[config.mk]
export PLATFORM = sky130hd
export DESIGN_NAME = gmp_round_ctrl
export DESIGN_NICKNAME = d
export VERILOG_FILES = /design/src/rtl/gmp_round_ctrl.sv
export SDC_FILE = /design/constraint.sdc
export NUM_CORES = 1
export LEC_CHECK = 0
export CAP_MARGIN = 10
export CORE_MARGIN = 2
export CORE_UTILIZATION = 30
export DETAILED_ROUTE_END_ITERATION = 10
export GPL_TIMING_DRIVEN = 0
export HOLD_SLACK_MARGIN = 0.08
export SYNTH_ARGS = -nofsm -noshare
export SYNTH_HDL_FRONTEND = slang
export SYNTH_SLANG_ARGS = --single-unit
[constraint.sdc]
create_clock -name clk -period 2.58 [get_ports clk]
set_input_delay 0.645 -clock clk [delete_from_list [all_inputs] [get_ports clk]]
set_output_delay 0.645 -clock clk [all_outputs]
set_load 0.01 [all_outputs]
[src/rtl/gmp_round_ctrl.sv]
// Mental-math round sequencer: show LFSR operands, sum mod 100, then judge the player's answer.
// Latency: registered outputs, each display value appears on the edge that enters its state; the verdict comes one cycle after submit.
// Flow: no backpressure. Optional GMP_TIMEOUT_EN bounds the answer window to TIMEOUT_CYCLES.
module gmp_round_ctrl #(
    parameter int NUM_OPERANDS   = 5,
    parameter int SHOW_CYCLES    = 10,
    parameter int GAP_CYCLES     = 2,
    parameter int NUM_ROUNDS     = 7,
    parameter int TIMEOUT_CYCLES = 1000
) (
    input  logic       clk,
    input  logic       rst,
    input  logic       start,
    input  logic       abort,
    input  logic       submit,
    input  logic [7:0] answer,
    input  logic [4:0] rnd_in,
    output logic [7:0] display,
    output logic [2:0] op_idx,
    output logic       busy,
    output logic       correct,
    output logic       wrong,
    output logic [3:0] score,
    output logic [3:0] round,
    output logic [6:0] led,
    output logic       game_over
);

    typedef enum logic [2:0] {
        S_IDLE,
        S_SHOW,
        S_GAP,
        S_WAIT,
        S_CHECK,
        S_RESULT,
        S_DONE
    } state_t;

    localparam int              CW         = $clog2(SHOW_CYCLES + GAP_CYCLES + 1);
    localparam logic [CW-1:0]   SHOW_LAST  = CW'(SHOW_CYCLES - 1);
    localparam logic [CW-1:0]   GAP_LAST   = CW'(GAP_CYCLES - 1);
    localparam logic [2:0]      OP_LAST    = 3'(NUM_OPERANDS - 1);
    localparam logic [3:0]      ROUND_LAST = 4'(NUM_ROUNDS);

    state_t          state;
    logic [CW-1:0]   cnt;
    logic [4:0]      operand;
    logic [6:0]      acc;
    logic            start_q;
    logic            submit_q;
    logic            tmo_flag;

    logic            start_edge;
    logic            submit_edge;
    logic            tmo_hit;
    logic [7:0]      acc_sum;
    logic [6:0]      acc_add;
    logic            match;
    logic [3:0]      score_inc;
    logic [6:0]      bar;

    assign start_edge  = start & ~start_q;
    assign submit_edge = submit & ~submit_q;

    // acc <= 99 and rnd_in <= 31, so one conditional subtract keeps the sum mod 100
    assign acc_sum   = {1'b0, acc} + {3'b0, rnd_in};
    assign acc_add   = (acc_sum >= 8'd100) ? 7'(acc_sum - 8'd100) : acc_sum[6:0];
    assign match     = ~tmo_flag && (answer == {1'b0, acc});
    assign score_inc = (score == 4'hF) ? score : score + 4'd1;
    assign bar       = ~(7'h7F >> score);

`ifdef GMP_TIMEOUT_EN
    localparam int            TW       = $clog2(TIMEOUT_CYCLES + 1);
    localparam logic [TW-1:0] TMO_LAST = TW'(TIMEOUT_CYCLES - 1);

    logic [TW-1:0] tmo_cnt;

    // Cleared whenever we are outside WAIT, so every entry starts a fresh window
    always_ff @(posedge clk or negedge rst) begin
        if (!rst) begin
            tmo_cnt <= '0;
        end else if (state != S_WAIT) begin
            tmo_cnt <= '0;
        end else begin
            tmo_cnt <= tmo_cnt + TW'(1);
        end
    end

    assign tmo_hit = (state == S_WAIT) && (tmo_cnt == TMO_LAST);
`else
    // Never fires: the answer window is unbounded in this build
    assign tmo_hit = (TIMEOUT_CYCLES < 0);
`endif

    always_ff @(posedge clk or negedge rst) begin
        if (!rst) begin
            state     <= S_IDLE;
            cnt       <= '0;
            operand   <= '0;
            acc       <= '0;
            start_q   <= 1'b0;
            submit_q  <= 1'b0;
            tmo_flag  <= 1'b0;
            display   <= '0;
            op_idx    <= '0;
            busy      <= 1'b0;
            correct   <= 1'b0;
            wrong     <= 1'b0;
            score     <= '0;
            round     <= '0;
            led       <= '0;
            game_over <= 1'b0;
        end else begin
            start_q  <= start;
            submit_q <= submit;
            correct  <= 1'b0;
            wrong    <= 1'b0;

            if (abort && state != S_IDLE) begin
                state     <= S_IDLE;
                cnt       <= '0;
                operand   <= '0;
                acc       <= '0;
                tmo_flag  <= 1'b0;
                display   <= '0;
                op_idx    <= '0;
                busy      <= 1'b0;
                score     <= '0;
                round     <= '0;
                led       <= '0;
                game_over <= 1'b0;
            end else begin
                case (state)
                    S_IDLE, S_DONE: begin
                        if (start_edge) begin
                            state     <= S_SHOW;
                            cnt       <= '0;
                            score     <= '0;
                            round     <= '0;
                            op_idx    <= '0;
                            operand   <= rnd_in;
                            acc       <= {2'b0, rnd_in};
                            display   <= {3'b0, rnd_in};
                            led       <= '0;
                            busy      <= 1'b1;
                            game_over <= 1'b0;
                        end
                    end

                    S_SHOW: begin
                        led     <= bar;
                        display <= {3'b0, operand};
                        if (cnt == SHOW_LAST) begin
                            state   <= S_GAP;
                            cnt     <= '0;
                            display <= '0;
                        end else begin
                            cnt <= cnt + CW'(1);
                        end
                    end

                    S_GAP: begin
                        led <= bar;
                        if (cnt == GAP_LAST) begin
                            cnt <= '0;
                            if (op_idx == OP_LAST) begin
                                state   <= S_WAIT;
                                display <= answer;
                            end else begin
                                state   <= S_SHOW;
                                op_idx  <= op_idx + 3'd1;
                                operand <= rnd_in;
                                acc     <= acc_add;
                                display <= {3'b0, rnd_in};
                            end
                        end else begin
                            cnt <= cnt + CW'(1);
                        end
                    end

                    S_WAIT: begin
                        led     <= bar;
                        display <= answer;
                        // A submit edge on the timeout cycle still gets a real verdict
                        if (submit_edge) begin
                            state    <= S_CHECK;
                            tmo_flag <= 1'b0;
                        end else if (tmo_hit) begin
                            state    <= S_CHECK;
                            tmo_flag <= 1'b1;
                        end
                    end

                    S_CHECK: begin
                        correct <= match;
                        wrong   <= ~match;
                        if (match) begin
                            score <= score_inc;
                        end
                        state   <= S_RESULT;
                        cnt     <= '0;
                        display <= {1'b0, acc};
                        led     <= match ? 7'h7F : 7'h00;
                    end

                    S_RESULT: begin
                        if (cnt == SHOW_LAST) begin
                            cnt   <= '0;
                            round <= round + 4'd1;
                            if (round + 4'd1 == ROUND_LAST) begin
                                state     <= S_DONE;
                                busy      <= 1'b0;
                                game_over <= 1'b1;
                                display   <= {4'b0, score};
                                led       <= {3'b0, score};
                            end else begin
                                // Next round starts immediately with a fresh accumulator
                                state   <= S_SHOW;
                                op_idx  <= '0;
                                operand <= rnd_in;
                                acc     <= {2'b0, rnd_in};
                                display <= {3'b0, rnd_in};
                                led     <= bar;
                            end
                        end else begin
                            cnt <= cnt + CW'(1);
                        end
                    end

                    default: begin
                        state <= S_IDLE;
                    end
                endcase
            end
        end
    end

endmodule

After elaboration in Yosys (flattened, before gate mapping)

Cells that the tools add are included.

Logic and storage cells: 151
Input bits: 18
Flip-flop bits (word level): 52
Output and inout port bits: 30

Bitwise logic cells: 7
Add/sub/neg operators: 6
Eq/ne operators: 22
$lt $le $gt $ge: 1
Reduce and logical (&&, ||, !) cells: 24
Muxes and demuxes: 74
Shifts and indexed selects: 1

Operators by type and width:

| kind                                                | count |
|---|---|
| 2-to-1 mux 7 bit                                    | 12 |
| case mux 8 bit (6 select lines)                     | 1 |
| 2-to-1 mux 5 bit                                    | 8 |
| 2-to-1 mux 8 bit                                    | 5 |
| 2-to-1 mux 3 bit                                    | 13 |
| 2-to-1 mux 4 bit                                    | 9 |
| inequality test 3 bit, second input constant        | 10 |
| case mux 7 bit (4 select lines)                     | 1 |
| case mux 7 bit (3 select lines)                     | 1 |
| case mux 3 bit (6 select lines)                     | 1 |
| case mux 4 bit (2 select lines)                     | 2 |
| case mux 4 bit (4 select lines)                     | 1 |
| 2-to-1 mux 1 bit                                    | 15 |
| case mux 5 bit (3 select lines)                     | 1 |
| adder 4 x 1 -> 4 bit, second input constant         | 3 |
| == test 3 bit, second input constant                | 4 |
| AND reduction 4 bit                                 | 3 |
| nonzero test 5 bit                                  | 2 |
| case mux 3 bit (3 select lines)                     | 1 |
| nonzero test 3 bit                                  | 3 |
| adder 7 x 5 -> 8 bit                                | 1 |
| == test 4 bit, second input constant                | 2 |
| == test 8 x 7 -> 1 bit                              | 1 |
| >= comparator 8 x 7 -> 1 bit, second input constant | 1 |
| 23 further kinds                                    | 34 |

Depth between registers and ports, before layout

Word-level depth: 7
Mapped depth: 11
Mapped depth without buffers: 11

Least setup slack after synthesis

No wires, ideal clock.

Path type: in2reg
Start: in rnd_in[0]
End: reg acc[2]
Data required time: 2.470 ns
Path buffers: 0
Stages: 10
Data arrival time: 2.565 ns
Setup time: 0.110 ns
Setup slack: -0.096 ns
Path through: ha_1 fa_1 xor2_1 inv_1 ha_1 o211ai_1 a41oi_2 xnor2_1 nor2_1 o41ai_1

Longest elaborated chain between the ends: 7
Elaborated cells on any way between the ends: 8
Those cells by class: add/sub (2); order compare (1); mux (5)

RTL lines:

| item                                                             | RTL line | source |
|---|---|---|
| start, declared                                                  | 17       | `input logic [4:0] rnd_in,` |
| adder 7 x 5 -> 8 bit (*)                                         | 66       | `assign acc_sum = {1'b0, acc} + {3'b0, rnd_in};` |
| subtractor 7 bit or >= comparator 8 x 7 -> 1 bit (tied branches) | 67       | `assign acc_add = (acc_sum >= 8'd100) ? 7'(acc_sum - 8'd100) : acc_sum[6:0];` |
| 2-to-1 mux 7 bit (*)                                             | 67       |  |
| 2-to-1 mux 7 bit (*)                                             | 166      | `if (op_idx == OP_LAST) begin` |
| 2-to-1 mux 7 bit (*)                                             | 164      | `if (cnt == GAP_LAST) begin` |
| case mux 7 bit (3 select lines) (*)                              | 133      | `case (state)` |
| 2-to-1 mux 7 bit (*)                                             | 119      | `if (abort && state != S_IDLE) begin` |
| end signal, assigned                                             | 142      | `acc <= {2'b0, rnd_in};` |
| end signal, assigned                                             | 221      | `acc <= {2'b0, rnd_in};` |
| end, declared                                                    | 48       | `logic [6:0] acc;` |

Mark *: on every way between the ends. The rest lies on a longest branch, timed or not. The select of a mux whose other input is x is not followed.
A chain may end at the register's enable or synchronous reset.

Worst setup path in the final report

Start: in rnd_in[0]
End: reg acc[3]

The elaborated chain is that of the path after synthesis.

==> results by group <==
GRT
  – First-pass GRT wire length: 18100 um
  – Initial antenna violation count: 0
  – GRT Residual Overflow: 0
  – Tot GR Track Use: 17.3%
  – Vias in the first global route: 3612
  – Pin count of the biggest net entering global routing: 33

Synthesis
  – Top cell type's share of synthesized area: 34.7%
  – Cell count after synthesis: 434
  – Top-count cell post-synth: nand2_1
  – Yosys reg bits: 51
  – Syn. warnings: 0
  – Sequential fraction of the synthesis area: 34.7%
  – Top cells by count, synth: nand2_1 (59), dfrtp_1 (51), o21ai_0 (41)
  – Unique masters post-synth: 68
  – Leading area contributor after synthesis: dfrtp_1
  – Top cells by area, synth: dfrtp_1 (35%), nand2_1 (6.0%), ha_1 (5.8%), o21ai_0 (5.6%), a21oi_1 (3.7%)
  – Number of flops mapped to enable cells by yosys: 0
  – Synth async-reset ratio: 100%
  – Synth Flop Type: dfrtp_1
  – Netlist Area Pre-Place: 0.00367 mm^2
  – Net count after synthesis: 470
  – Synth Area per Inst: 8.46 um^2

Drt
  – # DRC: 0
  – TritonRoute pass-1 iters: 5
  – Post-route ant nets: 0
  – Starting DRT DRC Count: 283
  – Final wirelength: 11100 um
  – Routed wire per std cell: 17.3 um
  – Vias per inst: 5.57
  – DR vias: 3572

Clock tree
  – CTS Buf Count: 5
  – Longest Clk Path Bufs: 2
  – CTS root buf: clkbuf_16
  – CTS Sinks: 51
  – Clk slew on worst S/H paths: 0.07 ns
  – H-tree Lvls: 2
  – TritonCTS clock tree: yes
  – Clock Latency Late Sink: 0.29 ns

Floorplan
  – Die height: 115 um
  – Chip width: 115 um
  – Die ar.: 0.0131 mm^2
  – I/O pins: 48
  – Initial Util: 30.7%
  – Std-Cell Rows: 40
  – Core Area: 0.0120 mm^2

Placement
  – RD Place Congestion: 0.864
  – Port Buffers: 47
  – DP Cell Count: 629
  – Pre-CTS setup slack: -0.791 ns
  – Post-DP HPWL: 8280 um
  – Placed cell areas: 0.00436 mm^2

STA
  – Final Hold Vio Count: 0
  – Final worst slack: 0.0873 ns
  – TNS Setup: 0 ns
  – Rel. slew slack: 51.0%
  – RSZ-0062 raised after global routing: yes
  – Final period utilization: 96.6%
  – Slew @ Worst Pin: 0.734 ns
  – Skew final: 0.00417 ns
  – Final count of pins violating max slew: 0
  – Final setup viols: 0
  – Max Clk Rate: 0.401 GHz
  – Fin crit period: 2.49 ns

Setup path
  – Buf/Inv on CP: 2
  – Cell family with most CP delay: compound AO/OA/AOI/OAI gates
  – Arr. time, crit path: 2.68 ns
  – Worst path cell trace: buf_2, ha_4, fa_2, buf_4, nand3_1, a21boi_1, o211ai_1, nand4_1, mux2i_1, nand3_1, a22o_1
  – Critical setup path kind: input pin to flip-flop
  – Crit-path slowest cell: fa_2
  – Worst endpoint required time: 2.77 ns
  – Largest driver fanout on the critical path: 5
  – Worst Setup Start Kind: input pin
  – Most frequent CP cell: nand3_1
  – CP max stage delay: 0.41 ns
  – Worst Setup End Kind: flip-flop

Layout
  – Layout Cells excl Fill: 641
  – Fraction of layout instances using a drive strength above 1: 12.6%
  – Cell area after layout: 0.00464 mm^2
  – Layout net count: 529
  – # diodes: 0
  – Synth-to-Final Area Change: 26.3%

Power and ir drop
  – Max rail drop VDD: 0.238 mV
  – Total power: 4.37 mW
  – LEAKAGE: 1.91 nW
  – PwrDens: 941 mW/mm^2

Run status
  – Status: completed

Run
  – Max cap viols: 0

Worst hold path
  – Hold Path Class: input pin to async pin
==> flip-flops by register name, indices dropped and copies added (netlist names), 3 cells and up <==
signal / count
state: 3
led: 7
acc: 7
display: 8
cnt: 4
score: 4
round: 4
op_idx: 3
operand: 5
==> where the power goes <==
part           internal [mW]  switching, mW
Sequential             0.972          0.167
Combinational           1.06           1.51
Clock                  0.355          0.305
Total                   2.39           1.98
==> placed cells by master (no fill, tap or decap), types with 4 or more instances in the layout <==
cell	count
nand2_1	59
dfrtp_1	49
clkdlybuf4s50_1	41
o21ai_0	40
a21oi_1	25
nor2_1	23
inv_1	17
ha_1	12
nor2b_1	11
nand3_1	11
buf_2	9
nor3_1	9
o31ai_1	9
clkbuf_1	8
nand2b_1	8
a21o_1	7
xor2_1	7
buf_4	6
o21ai_1	6
a22o_1	6
a221oi_1	5
a31oi_1	5
clkbuf_16	5
a211oi_1	4
buf_6	4
nand3b_1	4
and2_1	4
nor3b_1	4
and3_1	4
o211ai_1	4
mux2i_1	4
ha_4	4
==> cells by family after synthesis <==
group           share of synthesized area (%)
compound gates                           27.3
xor+xnor                                 2.62
fa+ha+maj                                6.34
buf+inv                                  5.14
flops                                    34.7
mux                                      2.01
simple gates                             21.8
==> layout make-up <==
cell class,count,area (um^2)
buffer,22,128
clock buffer,5,125
clock inverter,3,15.0
fill,1184,7320
inverter,18,67.6
multi-input combinational,343,2340
sequential,51,1280
tap,147,184
timing repair buffer,52,507
==> per-layer routing <==
layer  GRT usage [%]  share of wire [%]  vias up
li1                -                  -     1705
met1            22.2                 44     1712
met2            28.6                 47      137
met3            3.44                6.9       18
met4            6.91                2.0        0
met5               0                  0        -
==> metrics by stage <==
stage               utilization, %  hold slack, ns
finish                        38.8           0.310
global route                  38.8           0.351
CTS                           38.4           0.327
detailed placement            36.4           0.474
global placement              36.3           0.461
floorplan                        -           0.349
==> worst paths after layout <==
path / from / cells after the start / end / slack [ns]
setup / recovery: rnd_in[0] / 11 / acc[3]$_DFFE_PN0P_ / 0.09
hold / removal: rst / 1 / cnt[2]$_DFFE_PN0P_ / 0.31
setup reg to reg: acc[0]$_DFFE_PN0P_ / 10 / acc[3]$_DFFE_PN0P_ / 0.12
hold reg to reg: operand[0]$_DFFE_PN0P_ / 2 / operand[0]$_DFFE_PN0P_ / 0.49
max in group asynchronous: rst / 2 / acc[1]$_DFFE_PN0P_ / 1.71
min in group clk: operand[0]$_DFFE_PN0P_ / 2 / operand[0]$_DFFE_PN0P_ / 0.49
==> repair_timing <==
| item | CTS | global route |
|---|---|---|
| pin swaps | 11 | 6 |
| gates cloned | 0 | 0 |
| setup buffers | 4 | 0 |
| hold buffers | 0 | 0 |
| setup endpoints to repair | 5 | 9 |
| hold endpoints to repair | 0 | 0 |
| gates resized for setup | 29 | 10 |
(Power assumes the default switching activity.)
